==> src/rtl/stdp_array.sv <==
// stdp_array: serial multi-synapse STDP learning engine.
// Pre/post traces and saturating signed weights, updated once per tick.
module stdp_array #(
  parameter int N_SYN           = 8,
  parameter int W_WIDTH         = 16,
  parameter int TRACE_WIDTH     = 18,
  parameter int TICK_DIV        = 6250,
  parameter int TAU_PLUS_SHIFT  = 4,
  parameter int TAU_MINUS_SHIFT = 7,
  parameter int A_PLUS_SHIFT    = 12,
  parameter int A_MINUS_SHIFT   = 9,
  parameter int W_INIT          = 0,
  parameter int W_MAX           = 2**(W_WIDTH-1)-1,
  parameter int W_MIN           = -(2**(W_WIDTH-1)),
  localparam int AW = (N_SYN > 1) ? $clog2(N_SYN) : 1
) (
  input  logic                      clk,
  input  logic                      rst,
  input  logic                      enable,
  input  logic [N_SYN-1:0]          pre_spike,
  input  logic                      post_spike,
  input  logic [AW-1:0]             rd_addr,
  output logic signed [W_WIDTH-1:0] rd_data,
  output logic                      tick,
  output logic                      busy,
  output logic                      overrun
);

  localparam int SW = W_WIDTH + 2;
  localparam int TW = TRACE_WIDTH;
  localparam int CW = (TICK_DIV > 1) ? $clog2(TICK_DIV) : 1;
  localparam int NC = N_SYN + 1;

  localparam logic [TW-1:0] TRACE_ONE = TW'(1) << (TW - 2);
  localparam logic signed [SW-1:0] WMAX_E = SW'(W_MAX);
  localparam logic signed [SW-1:0] WMIN_E = SW'(W_MIN);
  localparam logic signed [W_WIDTH-1:0] WINIT_V = W_WIDTH'(W_INIT);
  localparam logic signed [W_WIDTH-1:0] WMAX_V = W_WIDTH'(W_MAX);
  localparam logic signed [W_WIDTH-1:0] WMIN_V = W_WIDTH'(W_MIN);

  typedef enum logic [1:0] {
    IDLE  = 2'd0,
    SWEEP = 2'd1,
    POST  = 2'd2
  } state_t;

  state_t state_q, state_d;
  logic [AW-1:0] idx_q, idx_d;
  logic [CW-1:0] cnt_q, cnt_d;

  // bit N_SYN carries the postsynaptic channel
  logic [NC-1:0] s1_q, s2_q, hist_q;
  logic [NC-1:0] pend_q, snap_q;
  logic [NC-1:0] rise;
  logic          overrun_q;
  logic signed [W_WIDTH-1:0] rd_q;

  logic [TW-1:0] x_q [N_SYN];
  logic [TW-1:0] y_q;
  logic signed [W_WIDTH-1:0] w_q [N_SYN];

  logic tick_idle, go;
  logic [TW-1:0] x_cur, x_new, y_new;
  logic signed [W_WIDTH-1:0] w_cur, w_new;
  logic signed [SW-1:0] dp, dm, sum;

  assign tick      = (cnt_q == CW'(TICK_DIV - 1));
  assign cnt_d     = tick ? '0 : cnt_q + 1'b1;
  assign busy      = (state_q != IDLE);
  assign tick_idle = tick & ~busy;
  assign go        = tick_idle & enable;
  assign rise      = s2_q & ~hist_q;
  assign overrun   = overrun_q;
  assign rd_data   = rd_q;

  // tick prescaler
  always_ff @(posedge clk or posedge rst) begin
    if (rst) cnt_q <= '0;
    else     cnt_q <= cnt_d;
  end

  // synchronise, detect edges, collect pending spikes, snapshot on tick
  always_ff @(posedge clk or posedge rst) begin
    if (rst) begin
      s1_q      <= '1;
      s2_q      <= '1;
      hist_q    <= '1;
      pend_q    <= '0;
      snap_q    <= '0;
      overrun_q <= 1'b0;
    end else begin
      s1_q   <= {post_spike, pre_spike};
      s2_q   <= s1_q;
      hist_q <= s2_q;
      if (tick_idle) pend_q <= rise;
      else           pend_q <= pend_q | rise;
      if (go) snap_q <= pend_q;
      if (tick && busy) overrun_q <= 1'b1;
    end
  end

  // sweep controller state register
  always_ff @(posedge clk or posedge rst) begin
    if (rst) begin
      state_q <= IDLE;
      idx_q   <= '0;
    end else begin
      state_q <= state_d;
      idx_q   <= idx_d;
    end
  end

  // sweep controller next state
  always_comb begin
    state_d = state_q;
    idx_d   = idx_q;
    unique case (state_q)
      IDLE: begin
        if (go) begin
          state_d = SWEEP;
          idx_d   = '0;
        end
      end
      SWEEP: begin
        if (idx_q == AW'(N_SYN - 1)) state_d = POST;
        else                         idx_d   = idx_q + 1'b1;
      end
      POST:    state_d = IDLE;
      default: state_d = IDLE;
    endcase
  end

  // per-synapse weight and trace update from pre-tick values
  always_comb begin
    x_cur = x_q[idx_q];
    w_cur = w_q[idx_q];
    dp    = $signed(SW'(x_cur >> A_PLUS_SHIFT));
    dm    = $signed(SW'(y_q >> A_MINUS_SHIFT));
    sum   = {{2{w_cur[W_WIDTH-1]}}, w_cur};
    if (snap_q[N_SYN]) sum = sum + dp;
    if (snap_q[idx_q]) sum = sum - dm;
    if (sum > WMAX_E)      w_new = WMAX_V;
    else if (sum < WMIN_E) w_new = WMIN_V;
    else                   w_new = sum[W_WIDTH-1:0];
    if (snap_q[idx_q]) x_new = TRACE_ONE;
    else               x_new = x_cur - (x_cur >> TAU_PLUS_SHIFT);
    if (snap_q[N_SYN]) y_new = TRACE_ONE;
    else               y_new = y_q - (y_q >> TAU_MINUS_SHIFT);
  end

  // trace and weight storage
  always_ff @(posedge clk or posedge rst) begin
    if (rst) begin
      y_q <= '0;
      for (int i = 0; i < N_SYN; i++) begin
        x_q[i] <= '0;
        w_q[i] <= WINIT_V;
      end
    end else begin
      if (state_q == SWEEP) begin
        x_q[idx_q] <= x_new;
        w_q[idx_q] <= w_new;
      end
      if (state_q == POST) y_q <= y_new;
    end
  end

  // registered weight read-out
  always_ff @(posedge clk or posedge rst) begin
    if (rst) rd_q <= WINIT_V;
    else if ({1'b0, rd_addr} < (AW+1)'(N_SYN)) rd_q <= w_q[rd_addr];
    else rd_q <= '0;
  end

endmodule

==> config.mk <==
export PLATFORM = sky130hd
export DESIGN_NAME = stdp_array
export DESIGN_NICKNAME = d
export VERILOG_FILES = /design/src/rtl/stdp_array.sv
export SDC_FILE = /design/constraint.sdc
export NUM_CORES = 1
export LEC_CHECK = 0
export ABC_AREA = 1
export CORE_MARGIN = 1.5
export CORE_UTILIZATION = 30
export CTS_CLUSTER_SIZE = 40
export DETAILED_ROUTE_END_ITERATION = 6
export PLACE_DENSITY = 0.44
export SETUP_SLACK_MARGIN = 0.1
export SLEW_MARGIN = 20
export SYNTH_ARGS = -nofsm -noshare
export SYNTH_HDL_FRONTEND = slang
export SYNTH_SLANG_ARGS = --single-unit
==> constraint.sdc <==
create_clock -name clk -period 16.3 [get_ports clk]
set_input_delay 2.445 -clock clk [delete_from_list [all_inputs] [get_ports clk]]
set_output_delay 2.445 -clock clk [all_outputs]
set_load 0.02 [all_outputs]
## Word level (Yosys, flattened, before mapping)

Cells that the tools add are included.

| cells by class | value |
|---|---|
| equal/unequal tests | 7 |
| magnitude comparators | 6 |
| add/subtract/negate cells | 6 |
| bitwise operators | 8 |
| multiplexer cells | 31 |
| reductions and logical operators | 7 |

Operator list:

| operator | number |
|---|---|
| bitwise mux 144 bit | 1 |
| bitwise mux 128 bit | 1 |
| two-way mux 18 bit | 7 |
| two-way mux 16 bit | 7 |
| binary-select mux 16 bit (select 3 bit) | 2 |
| binary-select mux 18 bit (select 3 bit) | 1 |
| demux 18 bit (select 3 bit) | 1 |
| demux 16 bit (select 3 bit) | 1 |
| greater-than comparator 18 x 16 -> 1 bit (second input constant) | 1 |
| less-than comparator 18 x 16 -> 1 bit (second input constant) | 1 |
| subtractor 18 x 10 -> 18 bit | 1 |
| subtractor 18 x 11 -> 18 bit | 1 |
| subtractor 18 x 14 -> 18 bit | 1 |
| adder 16 x 7 -> 17 bit | 1 |
| adder 13 x 1 -> 13 bit (second input constant) | 1 |
| equality test 13 bit (second input constant) | 1 |
| two-way mux 13 bit | 1 |
| bitwise AND 9 bit | 1 |
| two-way mux 9 bit | 1 |
| NOT 9 bit | 1 |
| bitwise OR 9 bit | 1 |
| greater-or-equal comparator 4 bit (second input constant) | 2 |
| NOT 3 -> 4 bit | 2 |
| two-way mux 3 bit | 2 |
| other kinds (19) | 25 |

| storage, ports and cells | value |
|---|---|
| output and inout bits | 19 |
| input port bits | 15 |
| register bits | 370 |

## Longest topological paths before layout

| depth | value |
|---|---|
| depth after elaboration | 12 |
| depth in mapped cells | 35 |
| depth with buffers taken out | 31 |

## Worst setup path before layout

OpenSTA, ideal clock, no wires.

| timing path | value |
|---|---|
| kind | reg2reg |
| start | register idx_q[0] |
| end | register w_q[18] (netlist name) |
| stages on the path, launching flop included | 30 |
| clock period less this slack | 5065 ps |
| path buffers | 7 |
| required time | 16182 ps |
| slack | 11235 ps |
| data arrival time | 4947 ps |
| library setup time | 118 ps |
| cells stage by stage | dfrtp_1 -> inv_2 -> buf_2 -> clkbuf_1 -> clkbuf_1 -> clkbuf_1 -> clkbuf_1 -> nor2_1 -> nor2_1 -> o21ai_0 -> nand4_1 -> ha_1 -> fa_1 -> a21oi_1 -> nor2_1 -> xor2_1 -> ha_1 -> inv_1 -> o311ai_0 -> nand3_1 -> nand4_4 -> nor2_4 -> nand3_2 -> nand2_1 -> nand2_1 -> nand2_4 -> buf_8 -> buf_6 -> nand3_1 -> nand2_1 |

| on the way | value |
|---|---|
| longest elaborated chain between the ends | 12 |
| elaborated cells on any way between the ends | 23 |

RTL lines:

| element | line | text |
|---|---|---|
| from (decl) | 48 | `logic [AW-1:0] idx_q, idx_d;` |
| from (signal assigned) | 109 | `idx_q <= idx_d;` |
| NOT 3 -> 4 bit (implied by the code) | 135, 136, 162 |  |
| binary-select mux 16 bit (select 3 bit) / binary-select mux 18 bit (select 3 bit) (equally long branches) | 136, 135 |  |
| two-way mux 16 bit (implied by the code) / two-way mux 18 bit (equally long branches) (2 in a row) | 136, 135 |  |
| adder 16 x 7 -> 17 bit | 140 | `if (snap_q[N_SYN]) sum = sum + dp;` |
| two-way mux 18 bit | 140 |  |
| subtractor 18 x 10 -> 18 bit | 141 | `if (snap_q[idx_q]) sum = sum - dm;` |
| two-way mux 18 bit | 141 |  |
| less-than comparator 18 x 16 -> 1 bit | 143 | `else if (sum < WMIN_E) w_new = WMIN_V;` |
| two-way mux 16 bit | 143 |  |
| two-way mux 16 bit | 142 | `if (sum > WMAX_E) w_new = WMAX_V;` |
| bitwise mux 128 bit * | 162 | `w_q[idx_q] <= w_new;` |
| to (signal, indexed assignment) | 162 |  |
| to (decl) | 60 | `logic signed [W_WIDTH-1:0] w_q [N_SYN];` |

Mark *: on every way between the ends. The rest lies on a longest branch, timed or not. The select of a mux whose other input is x is not followed.
A chain may end at the register's enable or synchronous reset.

## Worst setup path in the final report

| timing path | value |
|---|---|
| start | register idx_q[0] |
| end | register w_q[71] (netlist name) |

Same word-level chain as after synthesis.

==> impl_metrics.env <==
export IMPL_start_util_pct=30.24
export IMPL_power_leakage_nw=10.54
export IMPL_post_place_ws_ns=9.372
export IMPL_path_delay_family="simple AND/OR/NAND/NOR gates"
export IMPL_finalHoldViolations=0
export IMPL_clkLatencyLatePin_ns=0.57
export IMPL_yosysSeqAreaShare_pct=47.85
export IMPL_dr_pass1_iters=7
export IMPL_comb_power_share_pct=2.9
export IMPL_cp_max_fo=71
export IMPL_die_w_um=257.4
export IMPL_clk_pin_slew_worst_paths_ns=0.06
export IMPL_p_sw_share_pct=22.57
export IMPL_drtIter0Drc=1279
export IMPL_timing_hold_ws_ns=0.3529
export IMPL_die_h_um=257.4
export IMPL_setup_violations=0
export IMPL_crit_buf_inv=4
export IMPL_rows=93
export IMPL_syn_area_per_cell_um2=7.750
export IMPL_postCtsHoldBufs=0
export IMPL_wire_per_inst_um=18.44
export IMPL_min_path_type="flop to flop"
export IMPL_worst_pin_slew_ns=1.039
export IMPL_dieArea_mm2=0.06627
export IMPL_via_per_inst=4.921
export IMPL_setup_ws_ns=9.366
export IMPL_fmax_mhz=144.2
export IMPL_syn_nets=2569
export IMPL_first_global_vias=16460
export IMPL_critPathKind="flop to flop"
export IMPL_drc_errors=0
export IMPL_status="finished, final reports clean"
export IMPL_dp_hpwl_mm=37.32
export IMPL_grt_usage_pct=19.06
export IMPL_cts_buffers=45
export IMPL_ios=34
export IMPL_syn_to_final_growth_pct=13.02
export IMPL_fin_util_pct=34.17
export IMPL_nets=2556
export IMPL_vias=16640
export IMPL_grt_setup_unrepaired="no"
export IMPL_min_period_ns=6.934
export IMPL_yosys_warnings=0
export IMPL_final_cell_mix="nand2_1, o21ai_0, dfrtp_1"
export IMPL_synth_edff_count=0
export IMPL_place_congestion=0.8876
export IMPL_grt_pass1_wl_mm=97.88
export IMPL_powerDensity_mw_per_mm2=89.24
export IMPL_port_buffer_count=33
export IMPL_cts_resized=0
export IMPL_cpMaxStageDelayCell="buf_4"
export IMPL_pwr_share_clk_pct=49.6
export IMPL_fin_skew_ns=0.01516
export IMPL_synth_ff_type="dfrtp_1"
export IMPL_cts_tree="built"
export IMPL_slew_violations=0
export IMPL_grt_antenna_before_repair=0
export IMPL_n_antenna_cell=0
export IMPL_max_clock_path_buffers=3
export IMPL_ant_nets=0
export IMPL_htreeDepth=2
export IMPL_tns_ns=0
export IMPL_multiInputGateArea_mm2=0.008728
export IMPL_seqCellArea_mm2=0.009296
export IMPL_drive_above_1_share_pct=7.918
export IMPL_cts_setup_buffers=0
export IMPL_finalWirelength_mm=62.34
export IMPL_worstSetupStartpointType="flop"
export IMPL_cts_root_buf="clkbuf_16"
export IMPL_p_int_w=0.001517
export IMPL_max_cap_violations=0
export IMPL_n_fill_cell=6821
export IMPL_irDropWorstVdd_mv=0.06124
export IMPL_maxSlewHeadroom_pct=30.34
export IMPL_cts_sinks=370
export IMPL_synth_distinct_cells=50
export IMPL_synthCells=2506
export IMPL_grt_max_degree=108
export IMPL_netlist_area_mm2=0.01942
export IMPL_cp_end_kind="flop"
export IMPL_path_cells="buf_4 -> buf_4 -> a21oi_1 -> o21ai_0 -> nand4_1 -> ha_1 -> nand2_1 -> inv_1 -> nand2_1 -> nand3_1 -> xnor2_1 -> o21ai_0 -> ha_1 -> inv_1 -> o311ai_0 -> nand3_1 -> nand4_4 -> nor2_4 -> nand3_2 -> nand3_1 -> nand2_2 -> nand2_1 -> nand3_1 -> nand2_1"
export IMPL_ys_ff_latch=370
export IMPL_grt_ovfl_total=0
export IMPL_final_common_cell="nand2_1"
export IMPL_crit_arrival_ns=7.38
export IMPL_coreArea_mm2=0.06423
export IMPL_finalCritPeriodShare_pct=42.54
export IMPL_async_reset_ff_share_pct=100.0
export IMPL_p_switching_w=0.0004420
export IMPL_p_seq_share_pct=47.5
export IMPL_max_stage_delay_ns=0.72
export IMPL_crit_required_ns=16.75
## layout make-up
cell class	count	share of cell area [%]
clock buffer	69	6.048
clock inverter	11	0.3762
inverter	230	3.973
multi-input combinational	1780	39.77
sequential	370	42.35
tap	855	4.874
timing repair buffer	66	2.611
## cell usage after synthesis (2+ instances only)
master,n,area [um^2]
nand2_1,721,2706
o22ai_1,14,87.58
buf_8,2,30.03
dfrtp_1,343,8583
o21ai_1,9,45.04
nor2_1,229,859.6
nand2_2,11,68.82
nor3_1,15,75.07
clkinv_1,5,18.77
a221oi_1,4,35.03
clkbuf_1,84,315.3
a21oi_1,109,545.5
o21ai_0,358,1792
or2_2,5,31.28
xor2_1,22,192.7
nand3_1,79,395.4
inv_1,213,799.5
ha_1,44,550.5
nor4_1,3,18.77
fa_1,4,80.08
nand3_2,3,30.03
o21bai_1,6,45.04
nand4_1,27,168.9
dfstp_2,27,709.4
xnor2_1,8,70.07
mux2i_1,2,20.02
nor2_2,6,37.54
nand2_4,15,168.9
buf_6,3,33.78
nor2_4,3,33.78
o2111ai_1,12,105.1
a31oi_1,21,131.4
buf_2,24,120.1
buf_1,10,37.54
o211ai_1,32,240.2
o31ai_1,3,22.52
inv_2,12,45.04
buf_4,3,22.52
nand3b_1,4,30.03
## worst paths after layout
path	startpoint	end	slack (ns)	cells after the start
max	idx_q[0]	w_q[71]	9.37	24
min	s1_q[3]	s2_q[3]	0.35	0
max reg2reg	idx_q[0]	w_q[71]	9.37	24
min reg2reg	s1_q[3]	s2_q[3]	0.35	0
max in group asynchronous	rst	w_q[39]	11.52	4
min in group asynchronous	rst	x_q[42]	2.43	2
## logic make-up (layout without fill, tap and decap cells)
| kind of cell | count (synthesis) | in the layout | synth area share [%] |
|---|---|---|---|
| AND/OR/NAND/NOR | 1124 | 1124 | 24.06 |
| multiplexers | 2 | 2 | 0.1031 |
| flip-flops | 370 | 370 | 47.85 |
| buffers and inverters | 356 | 376 | 7.325 |
| AO/OA/AOI/OAI | 576 | 576 | 16.06 |
| adder cells (fa/ha/maj) | 48 | 48 | 3.247 |
| XOR/XNOR | 30 | 30 | 1.353 |
## layer usage
layer	wire, um	up-vias	part of all wire (%)	GRT usage, %
met4	1723	0	2.8	5.815
li1	-	8139	-	-
met5	0	-	0	0
met3	3486	108	5.6	2.945
met1	28050	7997	45	25.38
met2	29070	394	47	31.78
## worst register-to-register path, delay by kind of cell (launching register included)
family	cells	cell delay, ns
AND/OR/NAND/NOR	13	2.47
buffers and inverters	4	1.58
AO/OA/AOI/OAI	4	1.25
adder cells (fa/ha/maj)	2	0.69
flip-flops	1	0.67
XOR/XNOR	1	0.15
## power by group through the flow
stage	clock (W)	sequential [W]	combinational (W)
after floorplan	0	0.000951	0.0000284
after global placement	0	0.000946	0.0000583
after detailed placement	0	0.000947	0.0000584
after CTS	0.00101	0.000930	0.0000585
after global routing	0.00104	0.000930	0.0000640
final	0.000972	0.000930	0.0000565
## per-stage QoR
stage	total power (W)	std cells	cell area (um^2)
after global routing	0.002031	3381	21950
after detailed placement	0.001005	3301	20540
after CTS	0.001995	3381	21950
after floorplan	0.0009791	2506	19420
final	0.001959	3381	21950
after global placement	0.001005	3301	20540
## sequential cells by signal, indices dropped and copies added, names as in the netlist
register	count
x_q	144
w_q	128
y_q	18
rd_data	16
cnt_q	13
hist_q	9
pend_q	9
s1_q	9
s2_q	9
snap_q	9
idx_q	3
state_q	2
overrun	1
Power figures use the tool's default switching activity.
==> RTL edit 1 (same settings) <==
Set the parameter `N_SYN` to 4 (it was 8).
--- a/src/rtl/stdp_array.sv
+++ b/src/rtl/stdp_array.sv
@@ -2,5 +2,5 @@
 // Pre/post traces and saturating signed weights, updated once per tick.
 module stdp_array #(
-  parameter int N_SYN           = 8,
+  parameter int N_SYN           = 4,
   parameter int W_WIDTH         = 16,
   parameter int TRACE_WIDTH     = 18,
Ports: changed (resized pre_spike and rd_addr); port bits go from 34 to 29. The function was not compared with the original's and may differ.
==> RTL edit 1 against the unedited design <==
Worst setup slack improved by 1.4 ns; total power fell by 41%; sequential power fell by 42%; final area fell by 37%; sequential cell count fell by 157; area after synthesis fell by 37%; die area fell by 37%; routed wire length fell by 46%; first-iteration DRC count fell by 56%; critical path type unchanged; critical endpoint is now w_q[16].
==> RTL edit 1: results (changes against the unedited design) <==
Run status
  – Status: finished, final reports clean (unchanged)

Synthesis
  – Async SR Flop Fraction: 100% (unchanged)
  – Largest cells by area after synthesis: dfrtp_1, nand2_1, o21ai_0, ha_1, inv_1 (was dfrtp_1, nand2_1, o21ai_0, nor2_1, inv_1)
  – Post-Syn Nets: 1,630 (was 2,569)
  – Register area share after synthesis: 44.1% (was 47.8%)
  – Post-synth top flop: dfrtp_1 (unchanged)
  – Yosys top cell area share: 40.8% (was 44.2%)
  – Synth unique cells: 49 (was 50)
  – Post-synth top cells: nand2_1, dfrtp_1, o21ai_0, inv_1, nor2_1 (was nand2_1, o21ai_0, dfrtp_1, nor2_1, inv_1)
  – Post-synth EDFFs: 0 (unchanged)
  – Ys Warns: 0 (unchanged)

CTS
  – Clock-pin slew on the worst setup and hold paths: 0.06 ns (about the same)
  – Deepest clock path buffer count: 3 (unchanged)
  – Setup bufs post-CTS: 0 (unchanged)
  – H-tree depth: 1 (was 2)
  – Clk_lat worst skew: 0.57 ns (about the same)
  – CTS buffer count: 27 (was 45)
  – Root Driver: clkbuf_16 (unchanged)
  – Post-CTS Resized: 0 (unchanged)

STA
  – Clk_skew: 0.0329 ns (was 0.0152 ns)
  – Tmin final: 5.57 ns (was 6.93 ns)
  – Slew margin rel.: 33.2% (was 30.3%)

Power and ir drop
  – Worst VDD drop: 63.1 uV (was 61.2 uV)
  – Leakage Power: 6.63 nW (was 10.5 nW)

Route
  – Drt first-iter violations: 564 (was 1,279)
  – DR vias/cell: 4.81 (was 4.92)
  – TritonRoute pass-1 iters: 7 (unchanged)
  – Final wirelength: 33.8 mm (was 62.3 mm)

Final layout
  – N_diodes: 0 (unchanged)
  – Largest regs: x_q: 72 flops, w_q: 64 flops, y_q: 18 flops (was x_q: 144 flops, w_q: 128 flops, y_q: 18 flops)
  – Fillers: 4,269 (was 6,821)
  – Fraction of layout cells with a size suffix above 1: 9.88% (was 7.92%)

Global route
  – All-Layer GR Usage: 16.8% (was 19.1%)
  – First-pass GRT wire length: 55.7 mm (was 97.9 mm)
  – Met1 Use GR: 22.0% (was 25.4%)
  – Number of global-route vias before repair: 10,100 (was 16,500)
  – Largest net degree at the start of global routing: 75 (was 108)
  – Initial antenna violation count: 0 (unchanged)
  – Met3 GRT Util: 1.90% (was 2.95%)
  – Routing usage on met2: 29.2% (was 31.8%)

Min path
  – Hold Startpoint: s1_q[0] (was s1_q[3])
  – Worst hold path class: flop to flop (unchanged)

Critical path
  – Worst EP arrival: 5.98 ns (was 7.38 ns)
  – Crit-path max FO: 71 (unchanged)
  – Max incr delay on CP: 0.66 ns (was 0.72 ns)
  – Slowest cell on crit path: buf_4 (unchanged)
  – Crit path from: idx_q[0] (unchanged)

Place
  – Hpwl dp: 21.9 mm (was 37.3 mm)
  – I/O Buffers: 28 (was 33)
  – Routability Congestion: 0.900 (was 0.888)
RTL edit 1: cell types whose count changed after synthesis, moves of 18 or more:
cell	unedited run	this run
a21oi_1	109	59
buf_2	24	6
clkbuf_1	84	41
nand2_1	721	521
nor2_1	229	100
inv_1	213	132
o21ai_0	358	156
dfrtp_1	343	198
o211ai_1	32	1
a31oi_1	21	2
RTL edit 1: per-layer routing:
metal  wire length (um)  up-vias  part of all wire (%)
li1                   -     5140                     -
met1              15600     4872                    46
met2              16300      153                    48
met3               1060       47                   3.1
met4                753        0                   2.2
met5                  0        -                     0
RTL edit 1: worst max-delay path: cells and delay by family, from the launching register on:
family,cells,cell delay [ns]
and+or+nand+nor,16,1.84
buffers and inverters,5,1.18
AOI/OAI and AO/OA,4,0.96
adders and majority gates,3,0.87
DFF,1,0.38
xor gates and xnor gates,1,0.14
RTL edit 1: metrics by stage:
stage          setup slack, ns  total power, mW  cells  cell area [um2]
2_1_floorplan             8.06            0.564   1570            12100
3_3_place_gp             10.79            0.580   2075            12900
3_5_place_dp             10.77            0.580   2075            12900
4_1_cts                  10.72             1.18   2125            13800
5_1_grt                  10.21             1.21   2125            13800
6_report                 10.73             1.16   2125            13800
RTL edit 1: path summary, 6_finish.rpt:
path | to | slack (ns) | cells after the start
setup / recovery | w_q[16] | 10.73 | 29
hold / removal | s2_q[0] | 0.35 | 0
setup reg to reg | w_q[16] | 10.73 | 29
hold reg to reg | s2_q[0] | 0.35 | 0
max in group asynchronous | idx_q[0] | 12.59 | 3
min in group asynchronous | cnt_q[9] | 2.34 | 2
RTL edit 1: cell families after synthesis:
logic type | Yosys count | synth area share, %
adder cells (fa/ha/maj) | 50 | 5.40
buffers and inverters | 204 | 7.08
XOR/XNOR | 28 | 2.02
flip-flops | 213 | 44.1
AO/OA/AOI/OAI | 280 | 12.8
AND/OR/NAND/NOR | 795 | 28.6
RTL edit 1: layout make-up:
class,instances,area (um2),share of cell area [%]
multi-input combinational,1153,5940,43.2
sequential,213,5350,38.9
clock buffer,37,763,5.55
tap,525,657,4.77
inverter,141,537,3.90
timing repair buffer,43,393,2.86
clock inverter,13,121,0.882
RTL edit 1: report_power, final:
part | total [mW] | internal (mW) | switching (mW)
combinational | 0.0326 | 0.00977 | 0.0228
clock | 0.589 | 0.346 | 0.243
sequential | 0.536 | 0.535 | 0.00139
==> RTL edit 2 (same flow settings) <==
Without the edit above. Encoding of `state_t`: now one-hot (3 bits for 3 states).
--- a/src/rtl/stdp_array.sv
+++ b/src/rtl/stdp_array.sv
@@ -39,8 +39,8 @@
   localparam logic signed [W_WIDTH-1:0] WMIN_V = W_WIDTH'(W_MIN);
 
-  typedef enum logic [1:0] {
-    IDLE  = 2'd0,
-    SWEEP = 2'd1,
-    POST  = 2'd2
+  typedef enum logic [2:0] {
+    IDLE  = 3'b001,
+    SWEEP = 3'b010,
+    POST  = 3'b100
   } state_t;
 
Check against the original RTL: no difference found for any inputs over 10 cycles, from zero or initial values and one cycle with rst high; not proved beyond that.
==> RTL edit 2 against the unedited design <==
Hold slack worse by 0.0053 ns; sequential cell count up 1; core utilization up 0.57 points; final area about the same; total power up 5.0%; area after synthesis down 1.1%; routed wire length up 0.10%; first-iteration DRC count down 4.0%; count of clock-buffer cells in the layout down 4; worst setup slack worse by 0.20 ns; combinational power about the same; largest cell class unchanged.
==> RTL edit 2: results (changes against the unedited design) <==
Run status
  – Status: finished, final reports clean (unchanged)

Global route
  – Number of global-route vias before repair: 16,400 (was 16,500)
  – First-pass GRT wire length: 97.6 mm (was 97.9 mm)
  – Initial antenna violation count: 1 (was 0)

Min path
  – Worst Hold Endpoint: s2_q[8] (was s2_q[3])
  – Hold Startpoint: s1_q[8] (was s1_q[3])

Place
  – Cell Count Post-Placement: 3,285 (was 3,301)
  – Hpwl dp: 37.4 mm (was 37.3 mm)
  – Pre-CTS setup slack: 9.29 ns (was 9.37 ns)
  – Routability Congestion: 0.869 (was 0.888)

Route
  – Via count: 16,700 (was 16,600)
  – Drt first-iter violations: 1,228 (was 1,279)
  – Final wirelength: 62.4 mm (was 62.3 mm)

STA
  – Clk_skew: 0.0289 ns (was 0.0152 ns)
  – Slew margin rel.: 24.3% (was 30.3%)

Synthesis
  – Synth unique cells: 46 (was 50)
  – Syn Inst Count: 2,502 (was 2,506)
  – Largest cells by area after synthesis: dfrtp_1, nand2_1, o21ai_0, nor2_1, inv_1 (unchanged)
  – Register area share after synthesis: 48.5% (was 47.8%)

Power and ir drop
  – Leakage Power: 10.6 nW (was 10.5 nW)

CTS
  – Clk_lat worst skew: 0.59 ns (was 0.57 ns)
  – CTS buffer count: 46 (was 45)

Critical path
  – Crit-path max FO: 89 (was 71)
  – Reg2reg path depth: 25 (was 24)
  – Reg2reg end: w_q[9] (was w_q[71])

Final layout
  – Finished Layout Cells: 3,370 (was 3,381)
-- RTL edit 2: area by class of cell --
cell class,instances,area [um2]
multi-input cells,1782,8580
repair buffers,66,581
well taps,846,1060
flip-flops and latches,371,9320
inverters,220,837
clock buffers,65,1370
fillers,6704,41200
clock inverters,20,213
-- RTL edit 2: how the worst max path moves through the flow --
stage | slack (ns) | to | depth (start not counted)
6_report | 9.16 | w_q[9] | 25
5_1_grt | 8.51 | w_q[89] | 25
4_1_cts | 9.27 | w_q[9] | 25
3_5_place_dp | 9.29 | w_q[105] | 25
3_3_place_gp | 9.50 | w_q[121] | 25
2_1_floorplan | 3.60 | cnt_q[0] | 1
-- RTL edit 2: power breakdown --
part	internal [mW]	total (mW)	switching (mW)
combinational	0.0146	0.0564	0.0418
clock	0.648	1.07	0.419
sequential	0.931	0.933	0.00209
total	1.59	2.06	0.463
-- RTL edit 2: cells by family after synthesis --
kind of cell	count (synthesis)	share of synthesized area [%]
buf+inv	349	7.08
fa+ha+maj	48	3.28
simple gates	1118	23.3
flops	371	48.5
compound gates	586	16.5
xor+xnor	28	1.28
mux	2	0.104
-- RTL edit 2: routing by layer --
layer | track usage, % | wire length, um | vias to the layer above
li1 | - | - | 8137
met1 | 25.3 | 28100 | 8033
met2 | 31.7 | 29100 | 440
met3 | 2.76 | 3120 | 120
met4 | 6.82 | 2020 | 0
met5 | 0 | 0 | -
-- RTL edit 2: stage by stage --
step	util (%)	hold slack, ns
2_1_floorplan	-	0.345
3_3_place_gp	32.2	0.346
3_5_place_dp	32.2	0.347
4_1_cts	34.7	0.347
5_1_grt	34.7	0.348
6_report	34.7	0.348
